==> src/rtl/jk_drv_seq.sv <==
// JK flip-flop drive sequencer: queues {op,len} commands, drives j/k for len cycles each,
// and tracks the expected downstream flip-flop state to flag a sticky mismatch.

module jk_drv_fifo #(
    parameter int DEPTH = 4,
    parameter int W     = 6
) (
    input  logic         clk,
    input  logic         rst,
    input  logic         push_i,
    input  logic         pop_i,
    input  logic [W-1:0] wdata_i,
    output logic [W-1:0] rdata_o,
    output logic         full_o,
    output logic         empty_o
);

    localparam int AW = $clog2(DEPTH);
    localparam logic [AW:0] FULL_CNT = (AW + 1)'(DEPTH);

    logic [W-1:0]  mem_q [DEPTH];
    logic [AW-1:0] wr_ptr_q, wr_ptr_d;
    logic [AW-1:0] rd_ptr_q, rd_ptr_d;
    logic [AW:0]   count_q, count_d;
    logic          do_push;
    logic          do_pop;

    // Full/empty come from registered occupancy only, so the ready path stays short.
    assign full_o  = (count_q == FULL_CNT);
    assign empty_o = (count_q == '0);
    assign rdata_o = mem_q[rd_ptr_q];

    assign do_push = push_i && !full_o;
    assign do_pop  = pop_i && !empty_o;

    always_comb begin
        wr_ptr_d = wr_ptr_q;
        rd_ptr_d = rd_ptr_q;
        count_d  = count_q;
        if (do_push) begin
            wr_ptr_d = wr_ptr_q + 1'b1;
        end
        if (do_pop) begin
            rd_ptr_d = rd_ptr_q + 1'b1;
        end
        case ({do_push, do_pop})
            2'b10:   count_d = count_q + 1'b1;
            2'b01:   count_d = count_q - 1'b1;
            default: count_d = count_q;
        endcase
    end

    always_ff @(posedge clk) begin
        if (rst) begin
            wr_ptr_q <= '0;
            rd_ptr_q <= '0;
            count_q  <= '0;
        end else begin
            wr_ptr_q <= wr_ptr_d;
            rd_ptr_q <= rd_ptr_d;
            count_q  <= count_d;
        end
    end

    always_ff @(posedge clk) begin
        if (!rst && do_push) begin
            mem_q[wr_ptr_q] <= wdata_i;
        end
    end

endmodule

// state | meaning
// IDLE  | j=k=0, waiting for a queued command
// RUN   | driving the loaded op on j/k, remaining cycles counting down
module jk_drv_seq #(
    parameter int DEPTH = 4,
    parameter int LEN_W = 4
) (
    input  logic             clk,
    input  logic             rst,
    input  logic             cmd_valid,
    output logic             cmd_ready,
    input  logic [1:0]       cmd_op,
    input  logic [LEN_W-1:0] cmd_len,
    output logic             j,
    output logic             k,
    input  logic             q_fb,
    output logic             exp_q,
    output logic             exp_valid,
    output logic             busy,
    output logic             mismatch,
    output logic [7:0]       done_cnt
);

    localparam int EW = 2 + LEN_W;

    typedef enum logic {
        S_IDLE = 1'b0,
        S_RUN  = 1'b1
    } state_t;

    state_t           state_q, state_d;
    logic [1:0]       jk_q, jk_d;
    logic [LEN_W-1:0] rem_q, rem_d;
    logic             exp_q_q, exp_q_d;
    logic             exp_valid_q, exp_valid_d;
    logic             mismatch_q, mismatch_d;
    logic [7:0]       done_cnt_q, done_cnt_d;

    logic             fifo_full;
    logic             fifo_empty;
    logic             fifo_pop;
    logic [EW-1:0]    head;
    logic [1:0]       head_op;
    logic [LEN_W-1:0] head_len;
    logic [LEN_W-1:0] head_len_eff;
    logic             cmd_done;

    jk_drv_fifo #(
        .DEPTH (DEPTH),
        .W     (EW)
    ) u_fifo (
        .clk     (clk),
        .rst     (rst),
        .push_i  (cmd_valid),
        .pop_i   (fifo_pop),
        .wdata_i ({cmd_op, cmd_len}),
        .rdata_o (head),
        .full_o  (fifo_full),
        .empty_o (fifo_empty)
    );

    assign cmd_ready    = !fifo_full;
    assign head_op      = head[EW-1:LEN_W];
    assign head_len     = head[LEN_W-1:0];
    assign head_len_eff = (head_len == '0) ? LEN_W'(1) : head_len;

    always_comb begin
        state_d  = state_q;
        jk_d     = jk_q;
        rem_d    = rem_q;
        fifo_pop = 1'b0;
        cmd_done = 1'b0;
        case (state_q)
            S_IDLE: begin
                jk_d = 2'b00;
                if (!fifo_empty) begin
                    fifo_pop = 1'b1;
                    jk_d     = head_op;
                    rem_d    = head_len_eff;
                    state_d  = S_RUN;
                end
            end
            S_RUN: begin
                if (rem_q == LEN_W'(1)) begin
                    cmd_done = 1'b1;
                    // Chain straight into the next command so j/k never bubble through 00.
                    if (!fifo_empty) begin
                        fifo_pop = 1'b1;
                        jk_d     = head_op;
                        rem_d    = head_len_eff;
                    end else begin
                        jk_d    = 2'b00;
                        rem_d   = '0;
                        state_d = S_IDLE;
                    end
                end else begin
                    rem_d = rem_q - 1'b1;
                end
            end
            default: begin
                jk_d    = 2'b00;
                rem_d   = '0;
                state_d = S_IDLE;
            end
        endcase
    end

    // Reference JK model driven by the j/k values currently on the outputs.
    always_comb begin
        exp_q_d     = exp_q_q;
        exp_valid_d = exp_valid_q;
        mismatch_d  = mismatch_q;
        done_cnt_d  = done_cnt_q;
        case (jk_q)
            2'b01:   exp_q_d = 1'b0;
            2'b10:   exp_q_d = 1'b1;
            2'b11:   exp_q_d = !exp_q_q;
            default: exp_q_d = exp_q_q;
        endcase
        if (jk_q == 2'b01 || jk_q == 2'b10) begin
            exp_valid_d = 1'b1;
        end
        if (exp_valid_q && (q_fb != exp_q_q)) begin
            mismatch_d = 1'b1;
        end
        if (cmd_done) begin
            done_cnt_d = done_cnt_q + 8'd1;
        end
    end

    always_ff @(posedge clk) begin
        if (rst) begin
            state_q     <= S_IDLE;
            jk_q        <= 2'b00;
            rem_q       <= '0;
            exp_q_q     <= 1'b0;
            exp_valid_q <= 1'b0;
            mismatch_q  <= 1'b0;
            done_cnt_q  <= 8'd0;
        end else begin
            state_q     <= state_d;
            jk_q        <= jk_d;
            rem_q       <= rem_d;
            exp_q_q     <= exp_q_d;
            exp_valid_q <= exp_valid_d;
            mismatch_q  <= mismatch_d;
            done_cnt_q  <= done_cnt_d;
        end
    end

    assign j         = jk_q[1];
    assign k         = jk_q[0];
    assign exp_q     = exp_q_q;
    assign exp_valid = exp_valid_q;
    assign busy      = (state_q == S_RUN);
    assign mismatch  = mismatch_q;
    assign done_cnt  = done_cnt_q;

endmodule

==> config.mk <==
export PLATFORM = sky130hd
export DESIGN_NAME = jk_drv_seq
export DESIGN_NICKNAME = d
export VERILOG_FILES = /design/src/rtl/jk_drv_seq.sv
export SDC_FILE = /design/constraint.sdc
export NUM_CORES = 1
export LEC_CHECK = 0
export CORE_AREA = 10 10 74 76
export DETAILED_ROUTE_END_ITERATION = 8
export DIE_AREA = 0 0 84 86
export PLACE_DENSITY = 0.9
export SYNTH_ARGS = -nofsm -noshare
export SYNTH_HDL_FRONTEND = slang
export SYNTH_HIERARCHICAL = 1
export SYNTH_SLANG_ARGS = --single-unit
==> constraint.sdc <==
create_clock -name clk -period 8.79 [get_ports clk]
set_input_delay 1.3185 -clock clk [delete_from_list [all_inputs] [get_ports clk]]
set_output_delay 1.3185 -clock clk [all_outputs]
set_load 0.005 [all_outputs]
==> flow_results.org, run 1 <==
** Clocking
- The clock drives 51 sinks.
- The longest clock path from root to sink contains 2 buffers.
- Htree depth :: 2
- CTS-repair resized insts :: 0
- Clock latency reported for the late side of the worst-skew pair :: 0.30 ns
- Cell at the root of the clock tree :: sky130_fd_sc_hd__clkbuf_8
- CTS tree :: built
- Buffers added to address setup during post-CTS repair amount to 0.
- CTS buffer count :: 5
- Hold_buf cts :: 0
- Clock-pin slew reported for the worst setup and hold paths after clock tree synthesis :: 0.09 ns

** Detailed routing
- Via Count :: 1592
- Via count normalized by instance count :: 5.81
- Dividing the detail-routed wire length by the instance count gives 15.2 µm.
- Wires add up to 4.16 mm.
- Count of nets left with antenna violations after detail routing :: 0
- Remaining design rule violation count :: 0
- First-pass iteration count of the detailed router :: 5
- Drt initial violations :: 104

** Cells and area
- The number of antenna diodes in the final layout is 0.
- Count of filler cells inserted in the layout :: 293
- The area growth from synthesis to layout is 15.6%.
- In the final layout, the share of cells above drive strength 1 is 10.7%.
- Measured on the finished design, the core utilization comes to 68.0%.
- Summing all non-filler instances in the final layout gives an area of 0.00270 mm².
- Total number of nets in the final design :: 245

** Synthesis
- The commonest cells after synthesis are 27 x sky130_fd_sc_hd__dfxtp_1, 24 x sky130_fd_sc_hd__edfxtp_1, 18 x sky130_fd_sc_hd__inv_1, 15 x sky130_fd_sc_hd__a21oi_1, 13 x sky130_fd_sc_hd__nor2_1.
- Proportion of synthesized chip area in sequential cells :: 54.0%
- Synth top area share :: 30.9%
- Post-synthesis async set-or-reset flop share :: 0%
- Synth warnings :: 6
- Synthesis produced a netlist whose cell count is 198.
- Post-synth net total :: 220
- The biggest area contributor in the post-synthesis netlist is sky130_fd_sc_hd__edfxtp_1.
- Predominant post-synthesis flop cell :: sky130_fd_sc_hd__dfxtp_1
- In this run the cell area of the synthesized design comes to 0.00233 mm².
- Synthesis instantiated 39 different standard cells from the library.
- Post-synth EDFFs :: 24
- By instance count, the leading cell after synthesis is sky130_fd_sc_hd__dfxtp_1.
- A synthesized cell averages 11.8 µm².
- Top post-synthesis cells by area :: sky130_fd_sc_hd__edfxtp_1 31%, sky130_fd_sc_hd__dfxtp_1 23%, sky130_fd_sc_hd__ha_1 5.9%, sky130_fd_sc_hd__mux4_2 5.8%, sky130_fd_sc_hd__a21oi_1 3.2%
- After synthesis the netlist holds a flip-flop and latch count of 51.

** Critical path
- Setup crit start kind :: flop
- Category of the critical setup timing path :: flop to flop
- Broken down by cell family, the worst path's largest delay share belongs to simple AND/OR/NAND/NOR gates.
- WP buf/inv :: 2
- Counting cells, the worst reg-to-reg path comes to 11.
- Required @ worst endpoint :: 9.03 ns
- Maximum fanout along the worst path :: 6
- Ordered list of cells on the worst path :: ha_1 > or3b_2 > a21oi_1 > o31ai_1 > inv_1 > ha_1 > inv_1 > fa_1 > xor2_1 > or3_1 > a21oi_1
- Critical Path Max Stage Delay :: 0.56 ns
- The critical path crosses 11 cells after its start point.
- For this design, the slowest cell found on the critical path is sky130_fd_sc_hd__or3b_2.
- Arrival time of the worst setup path :: 3.23 ns
- The worst setup path is captured at a flop.

** Job
- Maxcap violations :: 0

** Floorplan
- Std-Cell Rows :: 23
- Area enclosed by the die boundary :: 0.00722 mm²
- Number of primary I/O pins :: 25
- The die is 84 µm wide.
- Core ar. :: 0.00397 mm²
- Vertical extent of the die :: 86 µm
- For this configuration, the core starts out at a cell density of 58.8%.

** Power
- For this design the ratio of total power to cell area is 259 mW/mm².
- Summed over all cells, the static leakage comes to 0.000914 µW.
- VDD sags by at most 140 µV.

** Timing
- The max-slew violation total from the final report is 0.
- Final setup vio count :: 0
- Highest Clock Rate :: 335 MHz
- Measured against its own limit, the worst slew margin works out to 33.9%.
- Shortest period the worst path allows :: 2.99 ns
- Setup repair after global routing left no endpoint under its margin.
- Final Hold Fails :: 0
- Post-route clock period utilization :: 34.0%
- At the pin with the least slew margin, the transition time is 0.990 ns.
- Hold Slack :: 0.481 ns
- Between clock sinks in the finished design, the worst skew comes to 0.00504 ns.
- After routing, the total negative slack on setup checks comes to 0 ns.

** Outcome
- Outcome :: finished, final reports clean

** Worst hold path
- Hold Path Depth :: 2
- The path class of the tightest hold or removal check is flop to flop.

** Global route
- In the global route stage, overall resource usage came out at 11.6%.
- The number of antenna violations at the first check in global routing is 0.
- Largest net degree at the start of global routing :: 34
- Residual overflow from global routing :: 0
- Number of global-route vias before repair :: 1460
- Wire length of the first global-routing pass :: 6.95 mm

** Placement
- The congestion estimate from routability-driven global placement came to 0.767.
- Placed wire-length estimate after detailed placement :: 3.12 mm
- In this run the cell area measured after placement is 0.00260 mm².
- The count of buffers added on input and output ports is 24.
state kept, by name, indices dropped and copies added (netlist names), named ones only:
register / count
u_fifo/mem_q: 24
done_cnt: 8
u_fifo/wr_ptr_q: 2
rem_q: 4
exp_valid: 1
u_fifo/count_q: 3
jk_q: 2
u_fifo/rd_ptr_q: 2
mismatch: 1
exp_q: 1
busy: 1
logic make-up (layout without fill, tap and decap cells):
kind of cell,after synthesis,after routing,share of synthesized area [%]
and+or+nand+nor,56,56,15.0
DFF,51,51,54.0
AOI/OAI and AO/OA,41,41,10.9
buffers and inverters,25,51,4.72
adders and majority gates,12,12,6.75
muxes,8,8,6.75
xor gates and xnor gates,5,5,1.88
routing by layer:
layer | track usage [%] | vias to the layer above | wire [µm]
met2 | 19.7 | 60 | 2010
met5 | 0 | - | 0
met1 | 12.5 | 747 | 1770
met3 | 4.35 | 7 | 307
met4 | 5.63 | 0 | 75
li1 | - | 778 | -
through the flow:
| step | total power, µW | worst slack (ns) | cells |
|---|---|---|---|
| floorplan | 495 | 6.00 | 198 |
| global placement | 552 | 5.65 | 266 |
| detailed placement | 565 | 5.59 | 266 |
| CTS | 702 | 5.81 | 274 |
| global route | 749 | 5.57 | 274 |
| finish | 700 | 5.80 | 274 |
power breakdown:
group	switching [µW]	internal (µW)
clock network	81.8	58.5
logic	116	112
registers	47.4	284
total	245	455
layout by cell type, fill, tap and decap left out, types with 2 or more instances in the layout:
master,n
sky130_fd_sc_hd__a21oi_1,15
sky130_fd_sc_hd__a221oi_1,3
sky130_fd_sc_hd__a31oi_1,2
sky130_fd_sc_hd__clkbuf_8,5
sky130_fd_sc_hd__clkdlybuf4s50_1,24
sky130_fd_sc_hd__dfxtp_1,27
sky130_fd_sc_hd__edfxtp_1,24
sky130_fd_sc_hd__ha_1,11
sky130_fd_sc_hd__inv_1,18
sky130_fd_sc_hd__mux2_2,2
sky130_fd_sc_hd__mux4_2,6
sky130_fd_sc_hd__nand2_1,7
sky130_fd_sc_hd__nand2b_1,2
sky130_fd_sc_hd__nand3_1,5
sky130_fd_sc_hd__nor2_1,13
sky130_fd_sc_hd__nor2b_1,5
sky130_fd_sc_hd__nor3_1,3
sky130_fd_sc_hd__nor3b_1,6
sky130_fd_sc_hd__o211ai_1,5
sky130_fd_sc_hd__o21ai_0,9
sky130_fd_sc_hd__o31ai_1,4
sky130_fd_sc_hd__or3_1,3
sky130_fd_sc_hd__or4_1,3
sky130_fd_sc_hd__xor2_1,5
final timing paths:
| path | start | slack, ns | to |
|---|---|---|---|
| worst min register to register | mismatch$_SDFFE_PP0P_ | 0.48 | mismatch$_SDFFE_PP0P_ |
| worst min-delay path | mismatch$_SDFFE_PP0P_ | 0.48 | mismatch$_SDFFE_PP0P_ |
| worst max-delay path | rem_q[0]$_SDFFE_PP0P_ | 5.80 | u_fifo/count_q[2]$_SDFFE_PP0P_ |
| worst max register to register | rem_q[0]$_SDFFE_PP0P_ | 5.80 | u_fifo/count_q[2]$_SDFFE_PP0P_ |
worst register-to-register path, stage by stage (launching register included):
cell	delay (ns)
sky130_fd_sc_hd__dfxtp_1	0.42
sky130_fd_sc_hd__ha_1	0.32
sky130_fd_sc_hd__or3b_2	0.56
sky130_fd_sc_hd__a21oi_1	0.22
sky130_fd_sc_hd__o31ai_1	0.13
sky130_fd_sc_hd__inv_1	0.08
sky130_fd_sc_hd__ha_1	0.17
sky130_fd_sc_hd__inv_1	0.06
sky130_fd_sc_hd__fa_1	0.37
sky130_fd_sc_hd__xor2_1	0.16
sky130_fd_sc_hd__or3_1	0.30
sky130_fd_sc_hd__a21oi_1	0.14
area by class of cell:
class	count	area (µm²)	area share, %
inverter	18	67.6	2.50
multi-input combinational	122	963	35.7
timing repair buffer	25	248	9.18
clock buffer	5	68.8	2.55
sequential	51	1260	46.7
clock inverter	3	27.5	1.02
tap	50	62.6	2.32
(Power assumes the default switching activity.)
==> inputs of run 2 (changes only) <==
--- a/config.mk
+++ b/config.mk
@@ -5,10 +5,10 @@
 export SDC_FILE = /design/constraint.sdc
 export NUM_CORES = 1
 export LEC_CHECK = 0
-export CORE_AREA = 10 10 74 76
+export CORE_AREA = 10 10 80 82
 export DETAILED_ROUTE_END_ITERATION = 8
-export DIE_AREA = 0 0 84 86
-export PLACE_DENSITY = 0.9
+export DIE_AREA = 0 0 90 92
+export PLACE_DENSITY = 0.82
 export SYNTH_ARGS = -nofsm -noshare
 export SYNTH_HDL_FRONTEND = slang
 export SYNTH_HIERARCHICAL = 1
==> constraint.sdc (replaced) <==
create_clock -name clk -period 2.45 [get_ports clk]
set_input_delay 0.3675 -clock clk [delete_from_list [all_inputs] [get_ports clk]]
set_output_delay 0.3675 -clock clk [all_outputs]
set_load 0.005 [all_outputs]
==> flow_results.org, run 2 (synthesized netlist as in run 1, its figures left out) <==
** Floorplan
- The die is 90 µm wide.
- Core ar. :: 0.00491 mm²
- The die is 92 µm tall.
- The die covers 0.00828 mm².
- Initial Utilization :: 47.5%
- During I/O placement, the number of pins put on the boundary was 25.
- After floorplanning, the core was divided into 26 placement rows.

** Cells and area
- Cells with a size suffix above 1 make up 18.0% of the layout.
- Post-route cell area :: 0.00287 mm²
- Leaving out fill and tap cells, the most frequent cell in the layout is sky130_fd_sc_hd__dfxtp_1.
- Total number of nets in the final design :: 254
- Leaving out fill and tap cells, the most frequent cells in the layout are 25 x sky130_fd_sc_hd__dfxtp_1, 24 x sky130_fd_sc_hd__clkdlybuf4s50_1, 24 x sky130_fd_sc_hd__edfxtp_1.
- Most flop-heavy register :: u_fifo/mem_q
- Synth-to-layout area growth :: 23.1%
- Antenna cell count :: 0
- Number of flip-flops under the largest register name :: 24

** Global route
- Wire length of the first global-routing pass :: 7.39 mm
- Entering global routing, the biggest net connects 17 pins.
- The via count of the first global-routing pass was 1586.
- For this run, the total global-route usage over all layers was measured as 10.7%.
- Summed over all layers, the global routing overflow is 0.
- Number of antenna violations at the first check in global routing :: 0

** Detailed routing
- The first TritonRoute pass finished after 4 iterations.
- Wires add up to 4.20 mm.
- Count of nets left with antenna violations after detail routing :: 0
- Drt initial violations :: 116
- After detailed routing, the average wire length per cell comes to 13.9 µm.
- Remaining design rule violation count :: 0
- Using the TritonRoute via totals, the vias-per-cell ratio works out to 5.17.
- The final route contains 1565 vias.

** Clocking
- CTS buffer count :: 5
- The H-tree was split into 2 levels.
- Clock-pin slew reported for the worst setup and hold paths after clock tree synthesis :: 0.10 ns
- In this run, post-CTS hold repair placed 0 buffers.
- CTS tree :: built
- The clock reaches the later pin of the worst-skew pair after 0.30 ns.
- The clock drives 51 sinks.
- The cell sitting at the root of the clock tree is a sky130_fd_sc_hd__clkbuf_8.
- Longest Clk Path Bufs :: 2

** Timing
- Tightest Pin Transition :: 0.624 ns
- In the finished design, the share of the clock period the worst path needs comes to 102%.
- The number of endpoints with negative hold slack in the final report was 0.
- Hold timing on the final database bottoms out at a slack of 0.476 ns.
- Timing would allow up to 401 MHz.
- The max-slew violation total from the final report came to 0.
- Setup violations remaining at the end of the flow were counted as 1.
- Worst Skew :: 0.00788 ns
- The worst pin sits at a relative slew slack of 58.3%.
- RSZ-0062 raised after global routing :: yes
- Subtracting the final worst setup slack from the clock period gives 2.49 ns.
- Worst-case setup margin in the final layout :: -0.0436 ns
- Sum of negative setup slack :: -0.0436 ns

** Power
- PD cells :: 977 mW/mm²
- For this design the static power due to leakage is 0.000978 µW.
- The worst-case IR drop observed on VDD is 434 µV.

** Critical path
- Along the worst path, the maximum fanout reaches 3.
- STA classifies the critical path endpoint as a flop.
- STA classifies the critical path startpoint as a flop.
- Category of the critical setup timing path :: flop to flop
- Arrival time of the worst setup path :: 2.73 ns
- Required @ worst endpoint :: 2.69 ns

** Placement
- After detailed placement, the total cell area comes to 0.00273 mm².
- Detailed placement ended at an HPWL of 3.03 mm.
- I/O Buffers :: 24
- At the end of routability-driven placement, the weighted congestion stood at 0.868.

** Job
- Across the run, the number of max-cap violations was 0.

** Outcome
- The run finished, with violations left.
- Failing checks :: setup timing

** Worst hold path
- Worst hold-check path type :: flop to flop
[run 2: changes by cell type in the layout (fill, tap and decap cells not counted), moves of 2 or more]
cell                        previous run  this run
sky130_fd_sc_hd__a21oi_1              15        13
sky130_fd_sc_hd__buf_4                 1        10
sky130_fd_sc_hd__bufinv_16             0         2
sky130_fd_sc_hd__dfxtp_1              27        25
sky130_fd_sc_hd__dfxtp_2               0         2
sky130_fd_sc_hd__ha_1                 11         9
[run 2: per-stage QoR]
step,instances,utilization [%],setup WS (ns),power [µW]
finish,303,58.5,-0.0436,2810
detailed placement,295,55.6,-0.0186,2130
global placement,295,55.6,0.0667,2100
floorplan,198,-,-0.0469,1860
global route,303,58.5,-0.200,3010
CTS,303,58.4,-0.0508,2820
[run 2: path summary, 6_finish.rpt]
check	cells past startpoint	slack (ns)	endpoint	start
worst min register to register	2	0.48	mismatch$_SDFFE_PP0P_	mismatch$_SDFFE_PP0P_
worst max-delay path	12	-0.04	u_fifo/count_q[2]$_SDFFE_PP0P_	rem_q[1]$_SDFFE_PP0P_
worst max register to register	12	-0.04	u_fifo/count_q[2]$_SDFFE_PP0P_	rem_q[1]$_SDFFE_PP0P_
worst min-delay path	2	0.48	mismatch$_SDFFE_PP0P_	mismatch$_SDFFE_PP0P_
[run 2: timing repair]
item / CTS / global route
cloned: 0 / 0
setup endpoints to repair: 1 / 1
gates resized for setup: 1 / 1
buffers inserted: 0 / 0
[run 2: worst max-delay path, cell delays in order, from the launching register on]
cell,delay (ns)
sky130_fd_sc_hd__dfxtp_2,0.34
sky130_fd_sc_hd__inv_2,0.09
sky130_fd_sc_hd__ha_4,0.13
sky130_fd_sc_hd__or3b_4,0.39
sky130_fd_sc_hd__a21oi_4,0.15
sky130_fd_sc_hd__o31ai_2,0.09
sky130_fd_sc_hd__inv_1,0.07
sky130_fd_sc_hd__ha_2,0.18
sky130_fd_sc_hd__inv_1,0.05
sky130_fd_sc_hd__fa_2,0.33
sky130_fd_sc_hd__xor2_1,0.15
sky130_fd_sc_hd__or3_1,0.33
sky130_fd_sc_hd__a21oi_2,0.13
[run 2: area by class of cell]
cell class / instances / area [µm²]
Clock buffer: 5 / 68.8
Clock inverter: 3 / 67.6
Fill cell: 409 / 2040
Inverter: 18 / 67.6
Multi-Input combinational cell: 122 / 1000
Sequential cell: 51 / 1260
Tap cell: 70 / 87.6
Timing Repair Buffer: 34 / 315
[run 2: routing by layer]
metal / part of all wire (%) / GRT usage, %
met2: 47 / 17.7
met1: 46 / 12.9
met3: 5.5 / 3.50
met4: 1.3 / 3.58
met5: 0 / 0
[run 2: where the power goes]
group | total [µW] | internal (µW) | switching (µW)
registers | 1160 | 1020 | 140
clock network | 691 | 407 | 284
logic | 952 | 470 | 483
total | 2810 | 1900 | 907
